File: src/rtl/camera_frame_emulator.sv
// Image-sensor parallel-port transmitter: Strobe, FV, LV and 12-bit pixels.
// Optional CAM_EMU_LFSR_EN: pattern 3 becomes a 12-bit LFSR instead of 12'hA5A.
module camera_frame_emulator #(
    parameter int H_ACTIVE   = 16,
    parameter int V_ACTIVE   = 8,
    parameter int H_BLANK    = 4,
    parameter int V_PRE      = 2,
    parameter int V_POST     = 2,
    parameter int STROBE_LEN = 3
) (
    input  logic        sysClk,
    input  logic        rst_n,
    input  logic        trigger,
    input  logic [1:0]  pattern_sel,
    output logic [11:0] pixel_data_out,
    output logic        FV,
    output logic        LV,
    output logic        Strobe,
    output logic        busy,
    output logic        frame_done,
    output logic        trig_overrun
);
    localparam int XW = (H_ACTIVE > 1) ? $clog2(H_ACTIVE) : 1;
    localparam int YW = (V_ACTIVE > 1) ? $clog2(V_ACTIVE) : 1;
    localparam int M1 = (STROBE_LEN > H_BLANK) ? STROBE_LEN : H_BLANK;
    localparam int M2 = (V_PRE > V_POST) ? V_PRE : V_POST;
    localparam int CM = (M1 > M2) ? M1 : M2;
    localparam int CW = (CM > 1) ? $clog2(CM) : 1;

    localparam logic [XW-1:0] X_LAST = XW'(H_ACTIVE - 1);
    localparam logic [YW-1:0] Y_LAST = YW'(V_ACTIVE - 1);
    localparam logic [CW-1:0] C_STB  = CW'(STROBE_LEN - 1);
    localparam logic [CW-1:0] C_PRE  = CW'(V_PRE - 1);
    localparam logic [CW-1:0] C_HBL  = CW'(H_BLANK - 1);
    localparam logic [CW-1:0] C_PST  = CW'(V_POST - 1);

    typedef enum logic [2:0] {
        S_IDLE, S_STROBE, S_PRE, S_ACTIVE,
        S_HBLANK, S_POST, S_DONE
    } state_t;

    state_t          state;
    state_t          next_state;
    logic [CW-1:0]   cnt;
    logic [XW-1:0]   x;
    logic [YW-1:0]   y;
    logic [11:0]     n;
    logic [1:0]      pat;
    logic            accept;
    logic            fv_d;
    logic            lv_d;
    logic            strobe_d;
    logic            busy_d;
    logic            done_d;
    logic [11:0]     pix_d;
`ifdef CAM_EMU_LFSR_EN
    logic [11:0]     lfsr;
`endif

    // busy is the registered output, so the frame_done cycle still blocks
    assign accept = (state == S_IDLE) && trigger && !busy;

    always_ff @(posedge sysClk or negedge rst_n) begin
        if (!rst_n) state <= S_IDLE;
        else        state <= next_state;
    end

    always_comb begin
        next_state = state;
        unique case (state)
            S_IDLE:   if (accept) next_state = S_STROBE;
            S_STROBE: if (cnt == C_STB) next_state = S_PRE;
            S_PRE:    if (cnt == C_PRE) next_state = S_ACTIVE;
            S_ACTIVE: if (x == X_LAST)
                          next_state = (y == Y_LAST) ? S_POST : S_HBLANK;
            S_HBLANK: if (cnt == C_HBL) next_state = S_ACTIVE;
            S_POST:   if (cnt == C_PST) next_state = S_DONE;
            S_DONE:   next_state = S_IDLE;
            default:  next_state = S_IDLE;
        endcase
    end

    always_comb begin
        fv_d     = (state == S_PRE) || (state == S_ACTIVE) ||
                   (state == S_HBLANK) || (state == S_POST);
        lv_d     = (state == S_ACTIVE);
        strobe_d = (state == S_STROBE);
        busy_d   = accept || (state != S_IDLE);
        done_d   = (state == S_DONE);
        pix_d    = 12'h000;
        if (state == S_ACTIVE) begin
            unique case (pat)
                2'd0: pix_d = n;
                2'd1: pix_d = 12'(x);
                2'd2: pix_d = 12'(y);
`ifdef CAM_EMU_LFSR_EN
                2'd3: pix_d = lfsr;
`else
                2'd3: pix_d = 12'hA5A;
`endif
                default: pix_d = 12'h000;
            endcase
        end
    end

    always_ff @(posedge sysClk or negedge rst_n) begin
        if (!rst_n) begin
            cnt            <= '0;
            x              <= '0;
            y              <= '0;
            n              <= '0;
            pat            <= '0;
            pixel_data_out <= '0;
            FV             <= 1'b0;
            LV             <= 1'b0;
            Strobe         <= 1'b0;
            busy           <= 1'b0;
            frame_done     <= 1'b0;
            trig_overrun   <= 1'b0;
        end else begin
            if (state == S_IDLE || state != next_state) cnt <= '0;
            else                                        cnt <= cnt + CW'(1);
            if (state == S_ACTIVE) begin
                x <= (x == X_LAST) ? '0 : x + XW'(1);
                n <= n + 12'd1;
                if (x == X_LAST) y <= y + YW'(1);
            end else if (state == S_IDLE) begin
                x <= '0;
                y <= '0;
                n <= '0;
            end
            if (accept) pat <= pattern_sel;
            pixel_data_out <= pix_d;
            FV             <= fv_d;
            LV             <= lv_d;
            Strobe         <= strobe_d;
            busy           <= busy_d;
            frame_done     <= done_d;
            trig_overrun   <= trig_overrun | (trigger & busy);
        end
    end

`ifdef CAM_EMU_LFSR_EN
    // Fibonacci taps for x^12+x^6+x^4+x+1, reseeded every frame
    always_ff @(posedge sysClk or negedge rst_n) begin
        if (!rst_n)                 lfsr <= 12'h001;
        else if (state == S_IDLE)   lfsr <= 12'h001;
        else if (state == S_ACTIVE)
            lfsr <= {lfsr[10:0], lfsr[11] ^ lfsr[5] ^ lfsr[3] ^ lfsr[0]};
    end
`endif

endmodule

File: config.mk
export PLATFORM = sky130hd
export DESIGN_NAME = camera_frame_emulator
export DESIGN_NICKNAME = d
export VERILOG_FILES = /design/src/rtl/camera_frame_emulator.sv
export SDC_FILE = /design/constraint.sdc
export NUM_CORES = 1
export LEC_CHECK = 0
export BUFFER_PORTS_ARGS = -buffer_cell sky130_fd_sc_hd__buf_2
export CELL_PAD_IN_SITES_DETAIL_PLACEMENT = 0
export CELL_PAD_IN_SITES_GLOBAL_PLACEMENT = 1
export CORE_AREA = 5 5 92 73
export CTS_BUF_LIST = sky130_fd_sc_hd__clkbuf_8
export DETAILED_ROUTE_END_ITERATION = 7
export DIE_AREA = 0 0 97 78
export PLACE_DENSITY_LB_ADDON = 0.15
export SLEW_MARGIN = 20
export SYNTH_ARGS = -nofsm -noshare
export SYNTH_HDL_FRONTEND = slang
export SYNTH_SLANG_ARGS = --single-unit
File: constraint.sdc
create_clock -name sysClk -period 1.3 [get_ports sysClk]
set_input_delay 0 -clock sysClk [delete_from_list [all_inputs] [get_ports sysClk]]
set_output_delay 0 -clock sysClk [all_outputs]
set_load 0.01 [all_outputs]
* Yosys cells after proc, flatten, opt, wreduce, memory -nomap -nowiden
Index checks and enable logic that the tools add are counted.
** Storage, ports and cells
- Input bits :: 5
- Bits in registers :: 44
- Word-level logic and storage cells :: 67
- Output and inout port bits :: 18
** Operators by class
- Bitwise operators :: 2
- Reductions and logical operators :: 13
- Multiplexer cells :: 19
- Equal/unequal tests :: 16
- Add/subtract/negate cells :: 4
** Operator list (count)
- $pmux W12 S4 :: 1
- $mux W12 :: 3
- $mux W3 :: 9
- $pmux W3 S6 :: 1
- $add A12 B1 Y12 const B :: 1
- $eq A3 B3 Y1 const B :: 4
- $mux W4 :: 3
- $eq A2 B2 Y1 const B :: 4
- $eq A3 B2 Y1 const B :: 2
- $logic_or A1 B1 Y1 :: 5
- $add A4 B1 Y4 const B :: 1
- $eq A2 B1 Y1 const B :: 2
- $eq A4 B4 Y1 const B :: 1
- $add A3 B1 Y3 const B :: 1
- $eq A3 B1 Y1 const B :: 1
- $logic_not A3 Y1 :: 1
- $ne A3 B3 Y1 :: 1
- $reduce_bool A3 Y1 :: 1
- $add A2 B1 Y2 const B :: 1
- $logic_and A1 B1 Y1 :: 2
- $logic_not A2 Y1 :: 1
- $mux W2 :: 1
- $ne A2 B1 Y1 const B :: 1
- $reduce_and A2 Y1 :: 1
- 5 further kinds :: 5

* Longest topological paths before layout
- Word-level depth :: 8
- Depth in mapped cells :: 6
- Mapped depth without buffers :: 5

* Worst setup path after synthesis
Ideal clock, no wire load.
- Path kind :: reg2reg
- Start :: reg cnt[0]
- End :: reg state[0]
- Buffers on the path :: 0
- Path slack :: -102 ps
- Cell stages (with the launch flop) :: 5
- Data arrival time :: 1274 ps
- Clock period less this slack :: 1402 ps
- Required time :: 1171 ps
- Library setup time :: 129 ps
- Path through :: dfrtp_1 -> ha_1 -> nor2b_1 -> o21ba_1 -> a2111o_1
** Between the ends
- Word-level cells in the longest chain between the ends :: 3
- Elaborated cells on any way between the ends :: 8
- Classes of those cells :: eq/ne: 3; mux: 5
** Ends and longest elaborated chain
- start, declared :: line 44 : logic [CW-1:0] cnt;
- start signal, assigned :: line 122 : else cnt <= cnt + CW'(1);
- $eq A2 B1 Y1, or another cell as far along :: line 73, 77
- $mux W3, on equally long branches
- $pmux W3 S6 * :: line 70 : unique case (state)
- net next_state[0] :: line 43 : state_t next_state;
- end signal, assigned :: line 65 : else state <= next_state;
- end, declared :: line 42 : state_t state;
The timed path passes the listed nets; every way through them passes the cells marked *.
A chain may end at the register's enable or synchronous reset.

* Worst setup path in the final report
- Start :: reg y[1]
- End :: reg state[0]
** Between the ends
- Word-level cells in the longest chain between the ends :: 4
** Ends and longest elaborated chain
- start, declared :: line 46 : logic [YW-1:0] y;
- start signal, assigned :: line 126 : if (x == X_LAST) y <= y + YW'(1);
- $eq A3 B3 Y1 :: line 75 : next_state = (y == Y_LAST) ? S_POST : S_HBLANK;
- $mux W1 :: line 75
- $mux W3 :: line 74 : S_ACTIVE: if (x == X_LAST)
- $pmux W3 S6 :: line 70
- net next_state[0] :: line 43
The timed path passes the listed nets, and every way through them passes these cells.

==> impl_metrics.csv <==
group,metric,value,unit
run_status,outcome,"finished, violations left",
run_status,violations,"negative setup slack",
critical_path,worst-setup-path-type,"flip-flop to flip-flop",
sta,slew_headroom,69.0,%
global_route,grt_antenna_before_repair,0,
logic_synthesis,synth.top_cells.by_count,"dfrtp_1, nand2_1, mux2i_1",
global_route,grt_pass1_wl,9140,um
cts,clockBufferDepth,2,
sta,final-max-slew-violation-count,0,
cells_and_area,fillCellCount,464,
sta,worstMarginPinSlew,0.466,ns
logic_synthesis,synth_cells,197,
cells_and_area,layout-drive-gt1-share,50.2,%
placed_design,dp_hpwl,3720,um
drt,post_drt_wl_per_cell,16.2,um
critical_path,critical_path_arrival,1.58,ns
sta,setup_tns,-0.748,ns
floorplanning,rows,24,
cells_and_area,antennaDiodeCount,0,
floorplanning,die_h,78,um
placed_design,dp_cells,329,
power_and_ir_drop,internal_power,4.29,mW
logic_synthesis,synth_edf_count,0,
power_and_ir_drop,power_density,2140,mW/mm^2
min_path,hp-class,"input pin to async pin",
cts,worstSkewPairLatency,0.30,ns
sta,max_clock_freq,0.713,GHz
drt,firstDrtPassIters,4,
power_and_ir_drop,p_leak,1.53,nW
logic_synthesis,synth_area_leader_cell,"dfrtp_1",
floorplanning,ios,23,
cts,cts_tree,"done",
sta,setup_viol,18,
floorplanning,initial_utilization,38.5,%
logic_synthesis,synth-seq-cells,44,
global_route,grt_pass1_vias,1800,
logic_synthesis,yosysSeqAreaShare,50.4,%
sta,period_needed,1.40,ns
cts,clkTransAtPathRegs,0.09,ns
critical_path,start_kind,"flip-flop",
cells_and_area,syn_to_final_growth,47.5,%
sta,rsz0062_at_grt,"true",
drt,routed_wl,5710,um
power_and_ir_drop,p_sw,2.61,mW
job,maxCapViolCount,0,
placed_design,io_buffers,22,
global_route,grt_start_max_net_pins,28,
sta,hold_slack,0.179,ns
cells_and_area,stdcell_count,353,
cts,htreeDepth,2,
logic_synthesis,async_flop_share,100,%
logic_synthesis,ys.flop_type,"dfrtp_1",
logic_synthesis,synth_top_area_share,50.4,%
drt,vias,1802,
sta,finalHoldViolations,0,
cells_and_area,final_area,0.00322,sq mm
cells_and_area,fin_nets,286,
cts,root_buffer,"clkbuf_8",
floorplanning,dieWidth,97,um
power_and_ir_drop,ir_drop,925,uV
sta,post-route-period-util,108,%
logic_synthesis,yosys-top-cells-area,"dfrtp_1, mux2i_1, nand2_1",
global_route,grt_usage,15.2,%
power_and_ir_drop,power_frac_comb,53.2,%
logic_synthesis,synth_warnings,0,
drt,drtAntennaViolNets,0,
floorplanning,dieArea,0.00757,sq mm
placed_design,placed_cell_area,0.00266,sq mm
drt,drt_iter0_markers,72,
placed_design,gp_congestion,0.786,
power_and_ir_drop,swShare,37.8,%
power_and_ir_drop,pwr-share-clk,15.7,%
floorplanning,core,0.00568,sq mm
sta,timing.final.ws_setup,-0.103,ns
power_and_ir_drop,seqPwrFrac,31.1,%
critical_path,cp_data_required_time,1.48,ns
critical_path,end_kind,"flip-flop",
sta,fin_worst_skew,0.00575,ns
logic_synthesis,syn_area_per_cell,11.1,sq um
cts,cts.sinks,44,
drt,vias_per_cell,5.10,
cts,cts_buffers,5,
logic_synthesis,synth_area,0.00219,sq mm
global_route,grt_overflow,0,
critical_path,crit_fanout,2,
logic_synthesis,synth_cell_types,44,
drt,drc,0,
logic_synthesis,yosysMostFrequentCell,"dfrtp_1",
logic_synthesis,synth_fp_nets,209,
==> metrics by stage <==
| step | setup WS, ns | total power, mW | util, % |
|---|---|---|---|
| after detailed placement | -0.111 | 4.73 | 46.9 |
| after global placement | -0.111 | 4.65 | 46.9 |
| after CTS | -0.103 | 6.45 | 53.6 |
| after global routing | -0.162 | 7.35 | 56.8 |
| after floorplan | -0.0363 | 3.66 | - |
| final | -0.103 | 6.90 | 56.8 |
==> power groups by stage <==
stage	Combinational (mW)	Sequential, mW	Clock (mW)
final	3.67	2.15	1.08
after detailed placement	2.63	2.09	0
after CTS	3.24	2.10	1.10
after floorplan	1.51	2.15	0
after global routing	3.98	2.20	1.17
after global placement	2.57	2.08	0
==> kinds of logic after synthesis <==
| group | Yosys count | synth area share (%) |
|---|---|---|
| buffers and inverters | 16 | 5.04 |
| DFF | 44 | 50.4 |
| and+or+nand+nor | 72 | 20.0 |
| muxes | 17 | 8.01 |
| AOI/OAI and AO/OA | 40 | 12.2 |
| adders and majority gates | 7 | 4.01 |
| xor gates and xnor gates | 1 | 0.401 |
==> routing by layer <==
layer | wire length, um | global-route usage [%] | vias to the layer above
met4 | 111 | 4.49 | 0
met2 | 2630 | 24.5 | 41
li1 | - | - | 859
met5 | 0 | 0 | -
met3 | 279 | 3.32 | 13
met1 | 2690 | 20.7 | 889
==> cell type report <==
type                            instances  area, sq um  share of cell area [%]
Timing Repair Buffer                   78          646                    20.0
Multi-Input combinational cell        138         1230                    38.1
Clock buffer                            5         68.8                    2.14
Tap cell                               78         97.6                    3.03
Clock inverter                          3         46.3                    1.44
Inverter                                7         28.8                   0.893
Sequential cell                        44         1110                    34.4
==> placed cells by master (no fill, tap or decap), drive strengths merged, types with 2 or more instances in the layout <==
cell type,n
dlygate4sd3,4
a21oi,8
o21bai,2
nor2,8
or3,3
inv,8
nand2b,3
nor3,4
o21ai,10
clkbuf,5
a221oi,2
nand3,8
o211ai,2
a211oi,2
buf,73
and3,6
o22ai,2
nor4,2
nor2b,6
mux2,4
nand4,5
a31oi,2
mux2i,13
a21o,2
a2bb2oi,2
ha,7
dfrtp,44
nand2,24
==> flip-flops by register name, summed over array words and instances (netlist names), 2 cells and up <==
signal,count
pat,2
y,3
x,4
n,12
pixel_data_out,12
state,3
cnt,2
==> path summary, 6_finish.rpt <==
path / from / end / slack (ns) / cells after the start
setup / recovery: y[1] / state[0] / -0.10 / 4
hold / removal: rst_n / cnt[1] / 0.18 / 2
setup reg to reg: y[1] / state[0] / -0.10 / 4
hold reg to reg: trig_overrun / trig_overrun / 0.46 / 1
max in group asynchronous: rst_n / n[0] / 0.61 / 3
min in group sysClk: trigger / trig_overrun / 0.46 / 3
==> worst max-delay path, stage by stage, from the launching register on <==
cell,delay (ns)
dfrtp_1,0.39
ha_2,0.21
ha_4,0.15
o21a_1,0.15
a2111o_1,0.38
==> timing repair <==
item	in CTS	in global routing
cloned	2	0
setup endpoints to repair	24	28
resized for setup	39	37
pin swaps	19	19
endpoints found under the hold margin	21	0
buffers inserted	6	4
hold buffers	4	0
Power figures use the tool's default switching activity.
